===== src/rtl/button_event_arbiter_pkg.sv =====
// Shared types and parameter checks for the button event arbiter.
package button_pkg;

    typedef enum logic {
        ST_IDLE  = 1'b0,
        ST_OFFER = 1'b1
    } arbState_e;

    localparam int unsigned MinButtons = 2;
    localparam int unsigned MaxButtons = 16;

    function automatic bit paramsLegal(input int unsigned numButtons, input int unsigned idWidth);
        return (numButtons >= MinButtons) && (numButtons <= MaxButtons) &&
               (idWidth == $clog2(numButtons));
    endfunction

endpackage


===== src/rtl/button_event_arbiter_if.sv =====
// Press-pulse inputs and event handshake between debouncers, arbiter and consumer.
interface button_event_arbiter_if #(
    parameter int unsigned NumButtons = 4,
    parameter int unsigned IdWidth    = 2
);
    logic [NumButtons-1:0] ButtonPulse;
    logic                  EventReady;
    logic                  OverrunClear;
    logic                  EventValid;
    logic [IdWidth-1:0]    EventId;
    logic [NumButtons-1:0] PendingMask;
    logic [NumButtons-1:0] Overrun;

    modport master (
        input  ButtonPulse, EventReady, OverrunClear,
        output EventValid, EventId, PendingMask, Overrun
    );

    modport slave (
        output ButtonPulse, EventReady, OverrunClear,
        input  EventValid, EventId, PendingMask, Overrun
    );
endinterface


===== src/rtl/button_event_arbiter_round_robin_picker.sv =====
// Combinational round-robin select: lowest set Mask bit at or above Pointer, wrapping to 0.
module round_robin_picker #(
    parameter int unsigned NumButtons = 4,
    parameter int unsigned IdWidth    = 2
) (
    input  logic [NumButtons-1:0] Mask,
    input  logic [IdWidth-1:0]    Pointer,
    output logic                  Any,
    output logic [IdWidth-1:0]    Index
);

    logic [IdWidth-1:0] candidate;

    // Scan offsets from farthest to nearest so the nearest hit is the last write.
    always_comb begin
        Any       = 1'b0;
        Index     = '0;
        candidate = '0;
        for (int unsigned k = NumButtons; k > 0; k--) begin
            candidate = IdWidth'((32'(Pointer) + k - 1) % NumButtons);
            if (Mask[candidate]) begin
                Any   = 1'b1;
                Index = candidate;
            end
        end
    end

endmodule


===== src/rtl/button_event_arbiter.sv =====
// Latches per-channel press pulses and serialises them round-robin onto one valid/ready event port.
module button_event_arbiter
    import button_pkg::*;
#(
    parameter int unsigned NumButtons = 4,
    parameter int unsigned IdWidth    = 2
) (
    input  logic                   Clk,
    input  logic                   Reset,
    button_event_arbiter_if.master bus
);

    if (!paramsLegal(NumButtons, IdWidth)) begin : gBadParams
        $error("button_event_arbiter: NumButtons must be 2..16 and IdWidth must equal clog2(NumButtons)");
    end

    localparam logic [IdWidth-1:0] LastIdx = IdWidth'(NumButtons - 1);

    arbState_e             state;
    logic [IdWidth-1:0]    pointer;
    logic [IdWidth-1:0]    eventId;
    logic                  eventValid;
    logic [NumButtons-1:0] pending;
    logic [NumButtons-1:0] overrun;

    logic                  pickAny;
    logic [IdWidth-1:0]    pickIdx;
    logic                  accept;
    logic [NumButtons-1:0] acceptMask;
    logic [NumButtons-1:0] overrunHit;

    round_robin_picker #(
        .NumButtons(NumButtons),
        .IdWidth   (IdWidth)
    ) picker (
        .Mask   (pending),
        .Pointer(pointer),
        .Any    (pickAny),
        .Index  (pickIdx)
    );

    // A pulse on the channel being accepted re-arms it instead of counting as overrun.
    always_comb begin
        accept     = (state == ST_OFFER) && bus.EventReady;
        acceptMask = '0;
        if (accept) begin
            acceptMask[eventId] = 1'b1;
        end
        overrunHit = bus.ButtonPulse & pending & ~acceptMask;
    end

    always_ff @(posedge Clk) begin
        if (Reset) begin
            state      <= ST_IDLE;
            pointer    <= '0;
            eventId    <= '0;
            eventValid <= 1'b0;
            pending    <= '0;
            overrun    <= '0;
        end else begin
            pending <= (pending & ~acceptMask) | bus.ButtonPulse;
            overrun <= (bus.OverrunClear ? '0 : overrun) | overrunHit;
            case (state)
                ST_IDLE: begin
                    if (pickAny) begin
                        eventId    <= pickIdx;
                        eventValid <= 1'b1;
                        state      <= ST_OFFER;
                    end
                end
                ST_OFFER: begin
                    if (bus.EventReady) begin
                        pointer    <= (eventId == LastIdx) ? '0 : eventId + 1'b1;
                        eventValid <= 1'b0;
                        state      <= ST_IDLE;
                    end
                end
                default: state <= ST_IDLE;
            endcase
        end
    end

    assign bus.EventValid  = eventValid;
    assign bus.EventId     = eventId;
    assign bus.PendingMask = pending;
    assign bus.Overrun     = overrun;

endmodule


===== src/flat_wrapper.sv =====
// flat-port wrapper written by rule: the top's interface ports become plain ports
module button_event_arbiter_flat import button_pkg::*;
#(
    parameter int unsigned NumButtons = 4,
    parameter int unsigned IdWidth    = 2
)
  (Clk, Reset, bus_ButtonPulse, bus_EventReady, bus_OverrunClear, bus_EventValid, bus_EventId, bus_PendingMask, bus_Overrun);
  button_event_arbiter_if #(.NumButtons(NumButtons), .IdWidth(IdWidth)) bus_i ();
  input  logic Clk;
  input  logic Reset;
  input wire logic [$bits(bus_i.ButtonPulse)-1:0] bus_ButtonPulse;
  input wire logic [$bits(bus_i.EventReady)-1:0] bus_EventReady;
  input wire logic [$bits(bus_i.OverrunClear)-1:0] bus_OverrunClear;
  output wire logic [$bits(bus_i.EventValid)-1:0] bus_EventValid;
  output wire logic [$bits(bus_i.EventId)-1:0] bus_EventId;
  output wire logic [$bits(bus_i.PendingMask)-1:0] bus_PendingMask;
  output wire logic [$bits(bus_i.Overrun)-1:0] bus_Overrun;
  assign bus_i.ButtonPulse = bus_ButtonPulse;
  assign bus_i.EventReady = bus_EventReady;
  assign bus_i.OverrunClear = bus_OverrunClear;
  assign bus_EventValid = bus_i.EventValid;
  assign bus_EventId = bus_i.EventId;
  assign bus_PendingMask = bus_i.PendingMask;
  assign bus_Overrun = bus_i.Overrun;
  button_event_arbiter #(.NumButtons(NumButtons), .IdWidth(IdWidth)) u_core (.Clk(Clk), .Reset(Reset), .bus(bus_i));
endmodule

===== config.mk =====
export PLATFORM = sky130hd
export DESIGN_NAME = button_event_arbiter_flat
export DESIGN_NICKNAME = d
export VERILOG_FILES = /design/src/rtl/button_event_arbiter_pkg.sv /design/src/rtl/button_event_arbiter_if.sv /design/src/rtl/button_event_arbiter_round_robin_picker.sv /design/src/rtl/button_event_arbiter.sv /design/src/flat_wrapper.sv
export SDC_FILE = /design/constraint.sdc
export NUM_CORES = 1
export LEC_CHECK = 0
export BUFFER_PORTS_ARGS = -buffer_cell sky130_fd_sc_hd__buf_2
export CAP_MARGIN = 20
export CORE_AREA = 5 5 42 44
export CTS_BUF_LIST = sky130_fd_sc_hd__clkbuf_8
export CTS_CLUSTER_DIAMETER = 120
export DETAILED_ROUTE_END_ITERATION = 7
export DIE_AREA = 0 0 47 49
export PLACE_DENSITY_LB_ADDON = 0.12
export SKIP_CTS_REPAIR_TIMING = 1
export SYNTH_ARGS = -nofsm -noshare
export SYNTH_HDL_FRONTEND = slang
export SYNTH_HIERARCHICAL = 1
export SYNTH_SLANG_ARGS = --single-unit

===== constraint.sdc =====
create_clock -name Clk -period 1.09 [get_ports Clk]
set_input_delay 0.218 -clock Clk [delete_from_list [all_inputs] [get_ports Clk]]
set_output_delay 0.218 -clock Clk [all_outputs]
set_load 0.02 [all_outputs]

==> results.py, run 1 <==
metrics = {
    "outcome": {
        "outcome": "finished clean",
    },
    "finish": {
        "final_common_cell": "sky130_fd_sc_hd__buf_2",
        "multi_input_area_um2": 374.1,
        "fillers": 132,
        "final-seq-area_um2": 304.0,
        "flow.area_growth_from_synthesis_pct": 34.87,
        "finish.utilization_pct": 62.50,
        "layout-drive-gt1-share_pct": 43.88,
        "net_total_in_the_final_layout": 111,
        "num_antenna_cells": 0,
        "final-instance-count-excl-fill": 114,
        "mostFrequentLayoutCells": "17 x sky130_fd_sc_hd__buf_2, 12 x sky130_fd_sc_hd__nor2_1, 10 x sky130_fd_sc_hd__a21oi_1",
    },
    "critical_path": {
        "cp.required_ns": 1.22,
        "cp_data_arrival_time_ns": 1.20,
        "start_kind": "flip-flop",
        "critical_path.endpoint_type": "flip-flop",
        "reg2reg_setup_slack_ns": 0.02,
        "crit-reg2reg-launch": "u_core/pointer[1]",
        "critical_path_peak_fanout": 6,
        "regToRegEndpoint": "u_core/bus.EventId[0]",
        "worst_r2r_path_depth": 5,
        "timing_worst_setup_path_type": "flip-flop to flip-flop",
    },
    "hold_path": {
        "min_from": "bus_ButtonPulse[3]",
        "holdCritPathClass": "primary input to flip-flop",
        "hold-path-endpoint": "u_core/bus.PendingMask[3]",
        "worstHoldPathCells": 3,
    },
    "route": {
        "vias_per_cell": 5.193,
        "drtPass1Iterations": 4,
        "route.vias.total": 592,
        "final_antenna_net_count": 0,
        "drcViolationCount": 0,
        "wire_per_inst_um": 13.39,
        "first_iter_violations": 10,
        "finalWirelength_um": 1526,
    },
    "timing": {
        "clock_skew_ns": 0.003174,
        "max_clock_freq_mhz": 933.6,
        "slew_viol_final": 0,
        "timing.final.setup_violations": 0,
        "slew_headroom_pct": 81.98,
        "post-route-period-util_pct": 98.27,
        "timing.final.hold_violations": 0,
        "min_tclk_post_route_ns": 1.071,
        "setup_repair_after_global_routing_missed_its_margin": "true",
        "tightest_slew_ns": 0.2703,
    },
    "placed_design": {
        "dpl.cell_count": 110,
        "port_buffers": 18,
        "place_congestion": 0.8561,
        "dp_hpwl_um": 1092,
    },
    "yosys": {
        "post_synth_num_cell_types": 15,
        "synth_area_leaders": "sky130_fd_sc_hd__dfxtp_1 43%, sky130_fd_sc_hd__a21oi_1 9.2%, sky130_fd_sc_hd__nor2_1 8.1%, sky130_fd_sc_hd__ha_1 7.7%, sky130_fd_sc_hd__nand3_1 6.9%",
        "share_of_synthesized_area_occupied_by_flip_flops_and_latches_pct": 43.16,
        "synth_top_area_share_pct": 43.16,
        "post_synth_instance_area_um2": 649.4,
        "synth_area_leader_cell": "sky130_fd_sc_hd__dfxtp_1",
        "syn_avg_cell_area_um2": 8.544,
        "ys_ff_latch": 14,
        "post_synth_inst_count": 76,
        "synth_fp_nets": 88,
        "synth-warning-count": 6,
    },
    "clock_network": {
        "tritoncts": "yes",
        "worst_skew_pair.late_latency_ns": 0.25,
        "cts_made_buffers": 3,
        "h-tree-depth": 1,
        "clk_pin_slew_ns": 0.06,
        "cts_num_sinks": 14,
        "max-clock-path-buffers": 2,
        "clock-root-buffer": "sky130_fd_sc_hd__clkbuf_8",
    },
    "grt": {
        "global_route.usage.met2_pct": 21.04,
        "largest_net_degree_at_the_start_of_global_routing": 15,
        "number_of_antenna_violations_at_the_first_check_in_global_routing": 0,
        "grt.total_usage_pct": 14.85,
        "grt_pass1_wl_um": 2490,
        "grt-ovfl-total": 0,
        "globalRouteMet1Util_pct": 20.04,
        "via_count_of_the_first_global_routing_pass": 544,
        "global_route.usage.met3_pct": 4.428,
        "grt_busiest_layer": "met2",
    },
    "pwr": {
        "ir_worst_vdd_v": 0.0007196,
        "seqPwrFrac_pct": 44.4,
        "power_report.internal_total_mw": 0.9800,
        "combPwrFrac_pct": 17.9,
        "clkPwrFrac_pct": 37.7,
        "power.leakage_nw": 0.3901,
        "swShare_pct": 27.90,
        "total_switching_power_mw": 0.3793,
        "pwr_cell_area_nw_per_um2": 1552,
    },
    "floorplan": {
        "die_area_um2": 2303,
        "num_io_pins": 19,
        "dieWidth_um": 47,
        "die-height_um": 49,
        "rows": 14,
        "placeableCoreArea_um2": 1401,
        "initial_utilization_pct": 46.34,
    },
    "flow_run": {
        "max_cap_viol_count": 0,
    },
}
-- sequential cells by signal (all words and copies together), names as in the netlist --
signal,count
u_core/bus.EventId,2
u_core/pointer,2
u_core/bus.EventValid,1
u_core/bus.PendingMask,4
u_core/bus.Overrun,4
u_core/state,1
-- how the worst max path moves through the flow --
stage          depth (start not counted)               endpoint  slack (ns)                 startpoint
2_1_floorplan                          5  u_core/bus.EventId[0]        0.04  u_core/bus.PendingMask[1]
3_3_place_gp                           4  u_core/bus.EventId[0]        0.03          u_core/pointer[1]
3_5_place_dp                           5  u_core/bus.EventId[1]        0.01  u_core/bus.PendingMask[3]
4_1_cts                                5  u_core/bus.EventId[1]       -0.01  u_core/bus.PendingMask[3]
5_1_grt                                5  u_core/bus.EventId[0]       -0.06          u_core/pointer[1]
6_report                               5  u_core/bus.EventId[0]        0.02          u_core/pointer[1]
-- synth_stat cells, drive strengths merged --
library cell and number:
nand2b 6, a21oi 12, a211oi 2, nor2b 1, mux2i 4, nand3 9, nor2 14, inv 3
nor3b 1, nand2 4, ha 4, buf 2, dfxtp 14
-- area by class of cell --
| type | instances | share of cell area, % |
|---|---|---|
| tap | 16 | 2.286 |
| timing repair buffer | 20 | 12.71 |
| clock buffer | 4 | 6.286 |
| sequential | 14 | 34.71 |
| multi-input combinational | 57 | 42.71 |
| inverter | 3 | 1.286 |
-- routing by layer --
metal	vias up	routed length (µm)
met5	-	0
met2	14	712
li1	300	-
met4	0	20
met3	2	79
met1	276	713
-- worst max-delay path, cell delays in order (launching register included) --
cell and delay [ns]:
sky130_fd_sc_hd__dfxtp_2 0.35, sky130_fd_sc_hd__nand2b_1 0.15, sky130_fd_sc_hd__a21oi_1 0.20, sky130_fd_sc_hd__a211oi_2 0.06, sky130_fd_sc_hd__mux2i_1 0.13, sky130_fd_sc_hd__nor2_1 0.05
-- kinds of logic after synthesis --
group | Yosys count | share of synthesized area, %
DFF | 14 | 43.16
buffers and inverters | 5 | 4.238
AOI/OAI and AO/OA | 14 | 12.33
adders and majority gates | 4 | 7.707
and+or+nand+nor | 35 | 26.40
muxes | 4 | 6.166
-- power groups by stage --
stage / sequential (mW) / clock [mW] / combinational (mW)
after floorplan: 0.635 / 0 / 0.126
after global placement: 0.610 / 0 / 0.224
after detailed placement: 0.612 / 0 / 0.225
after CTS: 0.602 / 0.525 / 0.228
after global routing: 0.612 / 0.547 / 0.268
final: 0.604 / 0.513 / 0.243
-- through the flow --
step | power [mW] | cell area (µm²) | hold slack (ns) | worst slack [ns] | TNS (ns)
finish | 1.359 | 875.8 | 0.1941 | 0.01889 | 0
global route | 1.427 | 875.8 | 0.2206 | -0.05590 | -0.07468
CTS | 1.354 | 820.8 | 0.1913 | -0.01015 | -0.01015
floorplan | 0.7612 | 656.9 | 0.2871 | 0.03987 | 0
global placement | 0.8335 | 765.7 | 0.4411 | 0.02523 | 0
detailed placement | 0.8375 | 765.7 | 0.4471 | 0.01453 | 0
(Power assumes the default switching activity.)
==> run 2, diff against run 1 <==
Settings changed: SYNTH_HIERARCHICAL 1 to default.
==> run 2 against run 1 <==
  * The run now ends with setup timing left
  * Critical path depth fell by 1
  * Non-clock buffer count rose by 3
  * Largest power group unchanged
  * Flip-flop and latch count did not move
==> results.py, run 2 <==
metrics = {
    "yosys": {
        "post_synth_inst_count": 72,
        "post_synth_num_cell_types": 21,
        "synth_fa_ha_area_share_pct": 7.859,
        "synth_fp_nets": 84,
        "share_of_the_synthesized_area_in_compound_gates_ao_oa_aoi_oai_pct": 25.54,
        "synth_most_common_cell": "sky130_fd_sc_hd__dfxtp_1",
        "asyncSetResetFlopFracSynth_pct": 0,
        "main_combinational_cell_family_by_area_after_synthesis": "compound AO/OA/AOI/OAI gates",
        "simple_gate_share_of_the_synthesized_area_pct": 16.70,
        "ys.flop_type": "sky130_fd_sc_hd__dfxtp_1",
        "synthTopCellsByCount": "14 x sky130_fd_sc_hd__dfxtp_1, 11 x sky130_fd_sc_hd__nor2_1, 9 x sky130_fd_sc_hd__a21oi_1",
        "post_synth_instance_area_um2": 636.9,
        "synth-warning-count": 0,
        "synth_top_area_share_pct": 44.01,
        "share_of_synthesized_area_occupied_by_flip_flops_and_latches_pct": 44.01,
        "number_of_enable_flip_flop_cells_after_synthesis": 0,
        "syn_avg_cell_area_um2": 8.845,
        "post_synth_xor_area_fraction_pct": 0,
        "yosys-mux-area-fraction_pct": 0,
        "synth_area_leader_cell": "sky130_fd_sc_hd__dfxtp_1",
        "ys_ff_latch": 14,
        "synth_area_leaders": "sky130_fd_sc_hd__dfxtp_1 44%, sky130_fd_sc_hd__ha_1 7.9%, sky130_fd_sc_hd__a21oi_1 7.1%, sky130_fd_sc_hd__nor2_1 6.5%, sky130_fd_sc_hd__a32oi_1 5.5%",
    },
    "route": {
        "finalWirelength_um": 1534,
        "wire_per_inst_um": 13.70,
        "final_antenna_net_count": 0,
        "first_iter_violations": 2,
        "drcViolationCount": 0,
        "drtPass1Iterations": 4,
        "vias_per_cell": 5.170,
        "route.vias.total": 579,
    },
    "grt": {
        "number_of_antenna_violations_at_the_first_check_in_global_routing": 0,
        "via_count_of_the_first_global_routing_pass": 569,
        "grt-ovfl-total": 0,
        "largest_net_degree_at_the_start_of_global_routing": 16,
        "grt_pass1_wl_um": 2497,
        "grt.total_usage_pct": 14.83,
    },
    "finish": {
        "multi_input_area_um2": 329.1,
        "finish.utilization_pct": 59.55,
        "net_total_in_the_final_layout": 110,
        "num_antenna_cells": 0,
        "flow.area_growth_from_synthesis_pct": 31.04,
        "final_common_cell": "sky130_fd_sc_hd__buf_2",
        "layout-drive-gt1-share_pct": 41.67,
        "fillers": 131,
        "mostFrequentLayoutCells": "18 x sky130_fd_sc_hd__buf_2, 11 x sky130_fd_sc_hd__nor2_1, 8 x sky130_fd_sc_hd__a21oi_1, 8 x sky130_fd_sc_hd__dfxtp_1, 7 x sky130_fd_sc_hd__nand2_1",
        "final-seq-area_um2": 290.3,
        "final_design_area_no_fill_um2": 834.6,
    },
    "critical_path": {
        "start_kind": "flip-flop",
        "cpMaxStageDelayCell": "sky130_fd_sc_hd__dfxtp_4",
        "critical_path.top_delay_family": "compound AO/OA/AOI/OAI gates",
        "cp.required_ns": 1.26,
        "timing_worst_setup_path_type": "flip-flop to flip-flop",
        "critical_path.endpoint_type": "flip-flop",
        "critical_path_peak_fanout": 7,
        "worst_path_most_repeated_cell": "sky130_fd_sc_hd__a21oi_2",
        "worst-path-buf-inv": 0,
        "critPathMaxStageDelay_ns": 0.37,
        "worstPathCellList": "a21o_2 -> a21oi_2 -> o221ai_2 -> a21oi_2",
        "cp_data_arrival_time_ns": 1.27,
    },
    "pwr": {
        "ir_worst_vdd_v": 0.0009087,
        "pwr_cell_area_nw_per_um2": 1503,
        "power.leakage_nw": 0.3716,
        "total_switching_power_mw": 0.3537,
        "seqPwrFrac_pct": 47.8,
        "combPwrFrac_pct": 19.4,
        "swShare_pct": 28.19,
        "clkPwrFrac_pct": 32.8,
        "power_report.internal_total_mw": 0.9010,
    },
    "timing": {
        "post-route-period-util_pct": 101.1,
        "tightest_slew_ns": 0.2896,
        "timing.final.hold_violations": 0,
        "slew_headroom_pct": 80.55,
        "slew_viol_final": 0,
        "min_tclk_post_route_ns": 1.101,
        "clock_skew_ns": 0.003400,
        "timing.final.setup_violations": 2,
        "final.setup.worst_slack_ns": -0.01149,
        "max_clock_freq_mhz": 907.9,
        "setup_repair_after_global_routing_missed_its_margin": "true",
    },
    "clock_network": {
        "clock-root-buffer": "sky130_fd_sc_hd__clkbuf_8",
        "max-clock-path-buffers": 2,
        "cts_num_sinks": 14,
        "h-tree-depth": 1,
        "cts_made_buffers": 3,
        "clk_pin_slew_ns": 0.06,
        "tritoncts": "yes",
        "worst_skew_pair.late_latency_ns": 0.24,
    },
    "outcome": {
        "outcome": "finished, violations left",
        "failed_checks": "setup timing",
    },
    "floorplan": {
        "placeableCoreArea_um2": 1401,
        "die-height_um": 49,
        "num_io_pins": 19,
        "initial_utilization_pct": 45.45,
        "rows": 14,
        "die_area_um2": 2303,
        "dieWidth_um": 47,
    },
    "hold_path": {
        "holdCritPathClass": "primary input to flip-flop",
    },
    "placed_design": {
        "port_buffers": 18,
        "dp_hpwl_um": 1120,
        "placement.cell_area_um2": 770.7,
        "place_congestion": 0.7528,
    },
    "flow_run": {
        "max_cap_viol_count": 0,
    },
}
-- run 2: final cells by class --
| cell class | count | area share [%] |
|---|---|---|
| flip-flops and latches | 14 | 34.78 |
| repair buffers | 23 | 15.29 |
| multi-input cells | 49 | 39.43 |
| clock buffers | 3 | 4.948 |
| inverters | 7 | 3.148 |
| well taps | 16 | 2.399 |
-- run 2: worst paths after layout --
check | start | to | slack [ns] | cells after the start
setup / recovery | u_core.bus.PendingMask[0] | u_core.bus.EventId[1] | -0.01 | 4
hold / removal | bus_ButtonPulse[1] | u_core.bus.PendingMask[1] | 0.20 | 3
setup reg to reg | u_core.bus.PendingMask[0] | u_core.bus.EventId[1] | -0.01 | 4
hold reg to reg | u_core.bus.Overrun[2] | u_core.bus.Overrun[2] | 0.48 | 2
-- run 2: power by group through the flow --
| stage | Sequential [mW] | Combinational (mW) | Clock (mW) |
|---|---|---|---|
| 3_3_place_gp | 0.607 | 0.231 | 0 |
| 4_1_cts | 0.598 | 0.231 | 0.422 |
| 6_report | 0.600 | 0.243 | 0.411 |
| 5_1_grt | 0.606 | 0.270 | 0.451 |
| 3_5_place_dp | 0.609 | 0.230 | 0 |
| 2_1_floorplan | 0.640 | 0.109 | 0 |
-- run 2: logic make-up (layout without fill, tap and decap cells) --
family | Yosys count | after routing
AOI/OAI and AO/OA | 23 | 23
buffers and inverters | 9 | 33
DFF | 14 | 14
and+or+nand+nor | 22 | 22
adders and majority gates | 4 | 4
-- run 2: stage by stage --
stage | setup TNS (ns) | hold WS (ns) | power, mW | setup WS [ns] | cells
4_1_cts | -0.1850 | 0.2015 | 1.251 | -0.09047 | 111
6_report | -0.01195 | 0.2012 | 1.255 | -0.01149 | 112
5_1_grt | -0.2818 | 0.2076 | 1.327 | -0.08353 | 112
3_5_place_dp | -0.05101 | 0.4509 | 0.8388 | -0.02626 | 108
2_1_floorplan | 0 | 0.2871 | 0.7490 | 0.001647 | 72
3_3_place_gp | -0.05035 | 0.4429 | 0.8384 | -0.03166 | 108
-- run 2: metal layers --
layer	part of all wire (%)	global-route usage [%]	wire length, µm	up-vias
met2	48	20.81	736	12
met4	1.8	6.912	27	0
met1	46	20.84	698	262
li1	-	-	-	301
met3	4.6	3.321	71	4
met5	0	0	0	-
-- run 2: tightest hold or removal path: cells and delay by family --
family                 cells  cell delay, ns
buffers and inverters      1            0.09
AND/OR/NAND/NOR            1            0.07
AO/OA/AOI/OAI              1            0.03
